==> src/rtl/adder_error_monitor.sv <==
// rtl/adder_error_monitor.sv - streaming error-metric accumulator for approximate adder results
//
// Purpose: accepts operand pairs together with an approximate adder's {Cout,S} result,
// recomputes the exact sum, and accumulates sample count, error count, maximum absolute
// error and a saturating sum of absolute errors over a run of num_samples samples.
// Three-stage pipeline: S1 exact sum, S2 absolute difference, S3 metric update.
//
// Optional feature macro: HAMMING_DIST_EN adds output ham_sum, a saturating sum of the
// popcount of (dut_res ^ exact) per sample.
//
// Ports:
//   clk, rst                    rising-edge clock, synchronous active-high reset
//   start, num_samples          run start pulse and sample count latched on accepted start
//   in_valid, in_ready          sample handshake (op_a, op_b, cin, dut_res)
//   busy, done                  run in progress / run complete (level)
//   sample_count, err_count     samples accumulated / samples with a nonzero error
//   max_err, sum_err            largest absolute error / saturating sum of absolute errors
//   ham_sum                     (HAMMING_DIST_EN only) saturating sum of bit-error counts
module adder_error_monitor #(
    parameter int WIDTH = 16,
    parameter int ACC_W = 48
) (
    input  logic             clk,
    input  logic             rst,
    input  logic             start,
    input  logic [31:0]      num_samples,
    input  logic             in_valid,
    output logic             in_ready,
    input  logic [WIDTH-1:0] op_a,
    input  logic [WIDTH-1:0] op_b,
    input  logic             cin,
    input  logic [WIDTH:0]   dut_res,
    output logic             busy,
    output logic             done,
    output logic [31:0]      sample_count,
    output logic [31:0]      err_count,
    output logic [WIDTH:0]   max_err,
    output logic [ACC_W-1:0] sum_err
`ifdef HAMMING_DIST_EN
    ,
    output logic [ACC_W-1:0] ham_sum
`endif
);
    localparam int RW = WIDTH + 1;

    typedef enum logic [1:0] {ST_IDLE, ST_RUN, ST_DRAIN, ST_DONE} state_t;

    state_t          state_q, state_d;
    logic [31:0]     num_q, num_d;
    logic [31:0]     acc_q, acc_d;

    logic            s1_valid_q, s1_valid_d;
    logic [RW-1:0]   s1_exact_q, s1_exact_d;
    logic [RW-1:0]   s1_res_q, s1_res_d;
    logic            s2_valid_q, s2_valid_d;
    logic [RW-1:0]   s2_diff_q, s2_diff_d;

    logic [31:0]     sample_q, sample_d;
    logic [31:0]     err_q, err_d;
    logic [RW-1:0]   max_q, max_d;
    logic [ACC_W-1:0] sum_q, sum_d;
    logic [ACC_W:0]  sum_ext;

    logic            xfer;
    logic            clear;

    assign in_ready = (state_q == ST_RUN) && (acc_q < num_q);
    assign xfer     = in_valid && in_ready;
    assign busy     = (state_q == ST_RUN) || (state_q == ST_DRAIN);
    assign done     = (state_q == ST_DONE);

    assign sample_count = sample_q;
    assign err_count    = err_q;
    assign max_err      = max_q;
    assign sum_err      = sum_q;

    // Run control. Metrics are only cleared from IDLE/DONE, where the pipeline is
    // already empty, so a clear can never collide with an S3 update.
    always_comb begin
        state_d = state_q;
        num_d   = num_q;
        acc_d   = acc_q;
        clear   = 1'b0;
        case (state_q)
            ST_IDLE, ST_DONE: begin
                if (start) begin
                    num_d   = num_samples;
                    acc_d   = 32'd0;
                    clear   = 1'b1;
                    state_d = (num_samples == 32'd0) ? ST_DONE : ST_RUN;
                end
            end
            ST_RUN: begin
                if (xfer) begin
                    acc_d = acc_q + 32'd1;
                    if (acc_q + 32'd1 == num_q) begin
                        state_d = ST_DRAIN;
                    end
                end
            end
            ST_DRAIN: begin
                if (!s1_valid_q && !s2_valid_q) begin
                    state_d = ST_DONE;
                end
            end
            default: state_d = ST_IDLE;
        endcase
    end

    // S1/S2 datapath
    always_comb begin
        s1_valid_d = xfer;
        s1_exact_d = {1'b0, op_a} + {1'b0, op_b} + {{WIDTH{1'b0}}, cin};
        s1_res_d   = dut_res;
        s2_valid_d = s1_valid_q;
        // Unsigned magnitude of the error, never wrapping.
        s2_diff_d  = (s1_res_q >= s1_exact_q) ? (s1_res_q - s1_exact_q)
                                              : (s1_exact_q - s1_res_q);
    end

    // S3 metric update
    always_comb begin
        sample_d = sample_q;
        err_d    = err_q;
        max_d    = max_q;
        sum_d    = sum_q;
        sum_ext  = {1'b0, sum_q} + {{(ACC_W + 1 - RW){1'b0}}, s2_diff_q};
        if (clear) begin
            sample_d = '0;
            err_d    = '0;
            max_d    = '0;
            sum_d    = '0;
        end else if (s2_valid_q) begin
            sample_d = sample_q + 32'd1;
            if ((s2_diff_q != '0) && (err_q != '1)) begin
                err_d = err_q + 32'd1;
            end
            if (s2_diff_q > max_q) begin
                max_d = s2_diff_q;
            end
            sum_d = sum_ext[ACC_W] ? '1 : sum_ext[ACC_W-1:0];
        end
    end

    always_ff @(posedge clk) begin
        if (rst) begin
            state_q    <= ST_IDLE;
            num_q      <= '0;
            acc_q      <= '0;
            s1_valid_q <= 1'b0;
            s1_exact_q <= '0;
            s1_res_q   <= '0;
            s2_valid_q <= 1'b0;
            s2_diff_q  <= '0;
            sample_q   <= '0;
            err_q      <= '0;
            max_q      <= '0;
            sum_q      <= '0;
        end else begin
            state_q    <= state_d;
            num_q      <= num_d;
            acc_q      <= acc_d;
            s1_valid_q <= s1_valid_d;
            s1_exact_q <= s1_exact_d;
            s1_res_q   <= s1_res_d;
            s2_valid_q <= s2_valid_d;
            s2_diff_q  <= s2_diff_d;
            sample_q   <= sample_d;
            err_q      <= err_d;
            max_q      <= max_d;
            sum_q      <= sum_d;
        end
    end

`ifdef HAMMING_DIST_EN
    localparam int HW = $clog2(RW + 1);

    logic [HW-1:0]    s2_ham_q, s2_ham_d;
    logic [RW-1:0]    s1_xor;
    logic [ACC_W-1:0] ham_q, ham_d;
    logic [ACC_W:0]   ham_ext;

    assign s1_xor  = s1_res_q ^ s1_exact_q;
    assign ham_sum = ham_q;

    always_comb begin
        s2_ham_d = '0;
        for (int i = 0; i < RW; i++) begin
            s2_ham_d = s2_ham_d + HW'(s1_xor[i]);
        end
    end

    always_comb begin
        ham_d   = ham_q;
        ham_ext = {1'b0, ham_q} + {{(ACC_W + 1 - HW){1'b0}}, s2_ham_q};
        if (clear) begin
            ham_d = '0;
        end else if (s2_valid_q) begin
            ham_d = ham_ext[ACC_W] ? '1 : ham_ext[ACC_W-1:0];
        end
    end

    always_ff @(posedge clk) begin
        if (rst) begin
            s2_ham_q <= '0;
            ham_q    <= '0;
        end else begin
            s2_ham_q <= s2_ham_d;
            ham_q    <= ham_d;
        end
    end
`endif

endmodule

==> config.mk <==
export PLATFORM = sky130hd
export DESIGN_NAME = adder_error_monitor
export DESIGN_NICKNAME = d
export VERILOG_FILES = /design/src/rtl/adder_error_monitor.sv
export SDC_FILE = /design/constraint.sdc
export NUM_CORES = 1
export LEC_CHECK = 0
export BUFFER_PORTS_ARGS = -buffer_cell sky130_fd_sc_hd__buf_2
export CORE_ASPECT_RATIO = 0.9
export CORE_UTILIZATION = 45
export CTS_CLUSTER_DIAMETER = 40
export CTS_CLUSTER_SIZE = 16
export DETAILED_ROUTE_END_ITERATION = 8
export PLACE_DENSITY = 0.72
export SETUP_SLACK_MARGIN = 0.2
export SKIP_CTS_REPAIR_TIMING = 1
export SLEW_MARGIN = 20
export SYNTH_ARGS = -nofsm -noshare
export SYNTH_HDL_FRONTEND = slang
export SYNTH_SLANG_ARGS = --single-unit
==> constraint.sdc <==
create_clock -name clk -period 3.9 [get_ports clk]
set_input_delay 0 -clock clk [delete_from_list [all_inputs] [get_ports clk]]
set_output_delay 0 -clock clk [all_outputs]
set_load 0.02 [all_outputs]
==> metrics <==
Leak 7.93 nW; gpl congestion 0.914; vias per inst 5.51; Setup CP Type flip-flop to flip-flop; most used cell along the critical path or4_1; CP Depth 11; switch share 0.321; pwr dens 481 nW/um^2; Netlist cell types 76; Slew HR 0.302; htree depth 2; fillcell total 2,896; core box area 32,300 um^2; Skew-Pair Late Insertion Delay 0.53 ns; Non-Filler Cell Area, Final 18,600 um^2; worst path required time 4.32 ns; placed cell areas 16,500 um^2; DRC errors left 0; placement row count 62; Sink Count 248; Nets 2,318; cell count after synthesis 1,827; Synth Area in Compound Gates 0.180; grt ovf 0; max-slew violation count 0; Clk pwr share 0.409; Reg clk slew, reported paths 0.05 ns; final WL 40,800 um; Slew @ Worst Pin 1.05 ns; CP Cell Sequence ha_4, nand3_2, buf_4, xnor2_1, nor4_1, nand3_1, or4_1, or4_1, or4_1, o32a_1, mux2_4; RSZ-0062 raised after global routing yes; via count of the routed design 14,054; Total Power 0.00895 W; crit-path max FO 6; Die Area 34,000 um^2; Routed WL per cell 16.0 um; Finish-stage setup viols 0; Starting Density 0.463; Setup crit start kind flip-flop; XOR/XNOR share of the synthesized area 0.0870; detailed placement HPWL 29,600 um; setup TNS 0 ns; layout cells sized above 1 0.163; CP max stage cell or4_1; Final min period 3.56 ns; max incr delay on CP 0.53 ns; crit-path leading delay family simple AND/OR/NAND/NOR gates; simple-gate share of the synthesized area 0.212; Buffers & Inverters on Critical Path 1; GRT Overall Usage 0.230; max cap viols 0; Sequential Area 4970 um^2; largest family of logic cells by synthesized area simple AND/OR/NAND/NOR gates; drt initial violations 819; Reg2Reg Depth 11; largest net degree at the start of global routing 62; synth warn 0; fin cells 2,551; Final Cycle Share 0.913; WP data arrival 3.98 ns; most common cell after layout, fill and taps aside dfxtp_1; DR pass1 iterations 5; status finished with violations; Hold Path Cell Cnt 4; wire length of the first global-routing pass 64,300 um; Die H 175 um; Ant. Diodes 0; Clk Tree Root Cell clkbuf_16; combinational share of power 0.264; Die W 194 um; adder-cell share of the synthesized area 0.108; EDFF count, synth 0; vias in the first global route 12,966; Fin. Hold Viols 3; Async S/R FF share, synth 0; VDD IR max 0.291 mV; initial antenna violation count 0; post-synthesis net count 2,039; Final Skew 0.0209 ns; max frequency 281 MHz; most frequent cells in the layout 241 x dfxtp_1, 217 x buf_2, 166 x nor2_1, 158 x nand2_1, 147 x a21oi_1; register bit total from synthesis 248; synthesis-to-finish area growth 24.4%; IO Count 218; CTS tree yes; register area share after synthesis 0.332; Min Hold Slack -0.0485 ns; Hold Crit Class primary input to flip-flop; placed cells 2,410; mean post-synth cell area 8.18 um^2; P_sw 0.00287 W; part of the power in registers 0.327; clk buf depth 3; failing checks hold timing; crit end category flip-flop; top_reg_cell synth dfxtp_1; IO buf count 217; CTS buffer count 39; synthesized cell area 14,900 um^2; Internal Power 0.00608 W; multiplexer area fraction after synthesis 0.0270; Final ANT Viol Nets 0; area taken by multi-input logic gates 9230 um^2
[stage by stage]
stage,util,hold WS (ns),setup WS (ns)
after floorplan,-,0.128,0.433
after global placement,0.511,0.213,0.279
after detailed placement,0.511,0.216,0.186
after CTS,0.553,-0.336,0.192
after global routing,0.576,-0.00235,0.194
final,0.576,-0.0485,0.338
[synth_stat cells, types with 11 or more instances]
library cell	instances	share of area
o21ai_0	71	0.024
mux2i_1	31	0.021
o31ai_1	13	0.0065
nor3_1	31	0.010
nor4_1	16	0.0067
a21oi_1	148	0.050
dfxtp_1	248	0.33
xnor2_1	72	0.042
nand4_1	36	0.015
o21a_1	23	0.012
nor2b_1	34	0.014
a21o_1	24	0.012
nand2_1	159	0.040
o211ai_1	23	0.012
and4_1	29	0.017
and3_1	37	0.015
ha_1	121	0.10
nor2_1	166	0.042
and2_1	22	0.0092
nand3_1	51	0.017
inv_1	134	0.034
clkbuf_1	59	0.015
or3_1	14	0.0059
xor2_1	74	0.043
a311oi_1	11	0.0064
a31oi_1	38	0.016
[per-layer routing]
metal | vias up | wire length [um] | global-route usage | share of wire
met3 | 65 | 2350 | 0.0434 | 0.058
met4 | 0 | 942 | 0.0757 | 0.023
met5 | - | 0 | 0 | 0
met2 | 442 | 18700 | 0.374 | 0.46
li1 | 7021 | - | - | -
met1 | 6526 | 18700 | 0.307 | 0.46
[worst reg2reg max path, cell delays in order, from the launching register on]
cell and delay [ns]:
dfxtp_2 0.39, ha_4 0.17, nand3_2 0.16, buf_4 0.21
xnor2_1 0.12, nor4_1 0.17, nand3_1 0.11, or4_1 0.43
or4_1 0.50, or4_1 0.53, o32a_1 0.34, mux2_4 0.30
[final cells by class]
type / count / share of cell area
clock buffers: 48 / 0.0570
flip-flops and latches: 248 / 0.267
clock inverters: 22 / 0.0173
repair buffers: 313 / 0.107
inverters: 135 / 0.0272
well taps: 416 / 0.0280
multi-input cells: 1369 / 0.496
[final timing paths]
path                          start  slack [ns]                         to
max           acc_q[1]$_SDFFE_PP0P_        0.34    state_q[0]$_SDFFE_PP0P_
min                        op_b[14]       -0.05  s1_exact_q[14]$_SDFF_PP0_
max reg2reg   acc_q[1]$_SDFFE_PP0P_        0.34    state_q[0]$_SDFFE_PP0P_
min reg2reg  num_q[12]$_SDFFE_PP0P_        0.46     num_q[12]$_SDFFE_PP0P_
[power groups by stage]
| stage | logic [W] | registers, W | clock network, W |
|---|---|---|---|
| floorplan | 0.00165 | 0.00292 | 0 |
| global placement | 0.00222 | 0.00297 | 0 |
| detailed placement | 0.00226 | 0.00298 | 0 |
| CTS | 0.00228 | 0.00292 | 0.00374 |
| global route | 0.00264 | 0.00295 | 0.00386 |
| finish | 0.00237 | 0.00292 | 0.00366 |
[kinds of logic after synthesis]
group | count (synthesis)
xor+xnor | 147
fa+ha+maj | 126
compound gates | 428
mux | 39
buf+inv | 210
flops | 248
simple gates | 629
[registers in the layout, summed over array words and instances (netlist names), 2 cells and up]
register and count:
max_err 17, sum_err 48, state_q 2, acc_q 32, sample_count 32, num_q 32, s1_res_q 17, s2_diff_q 17
s1_exact_q 17, err_count 32
Note: power is estimated with default switching activity, not from simulation.
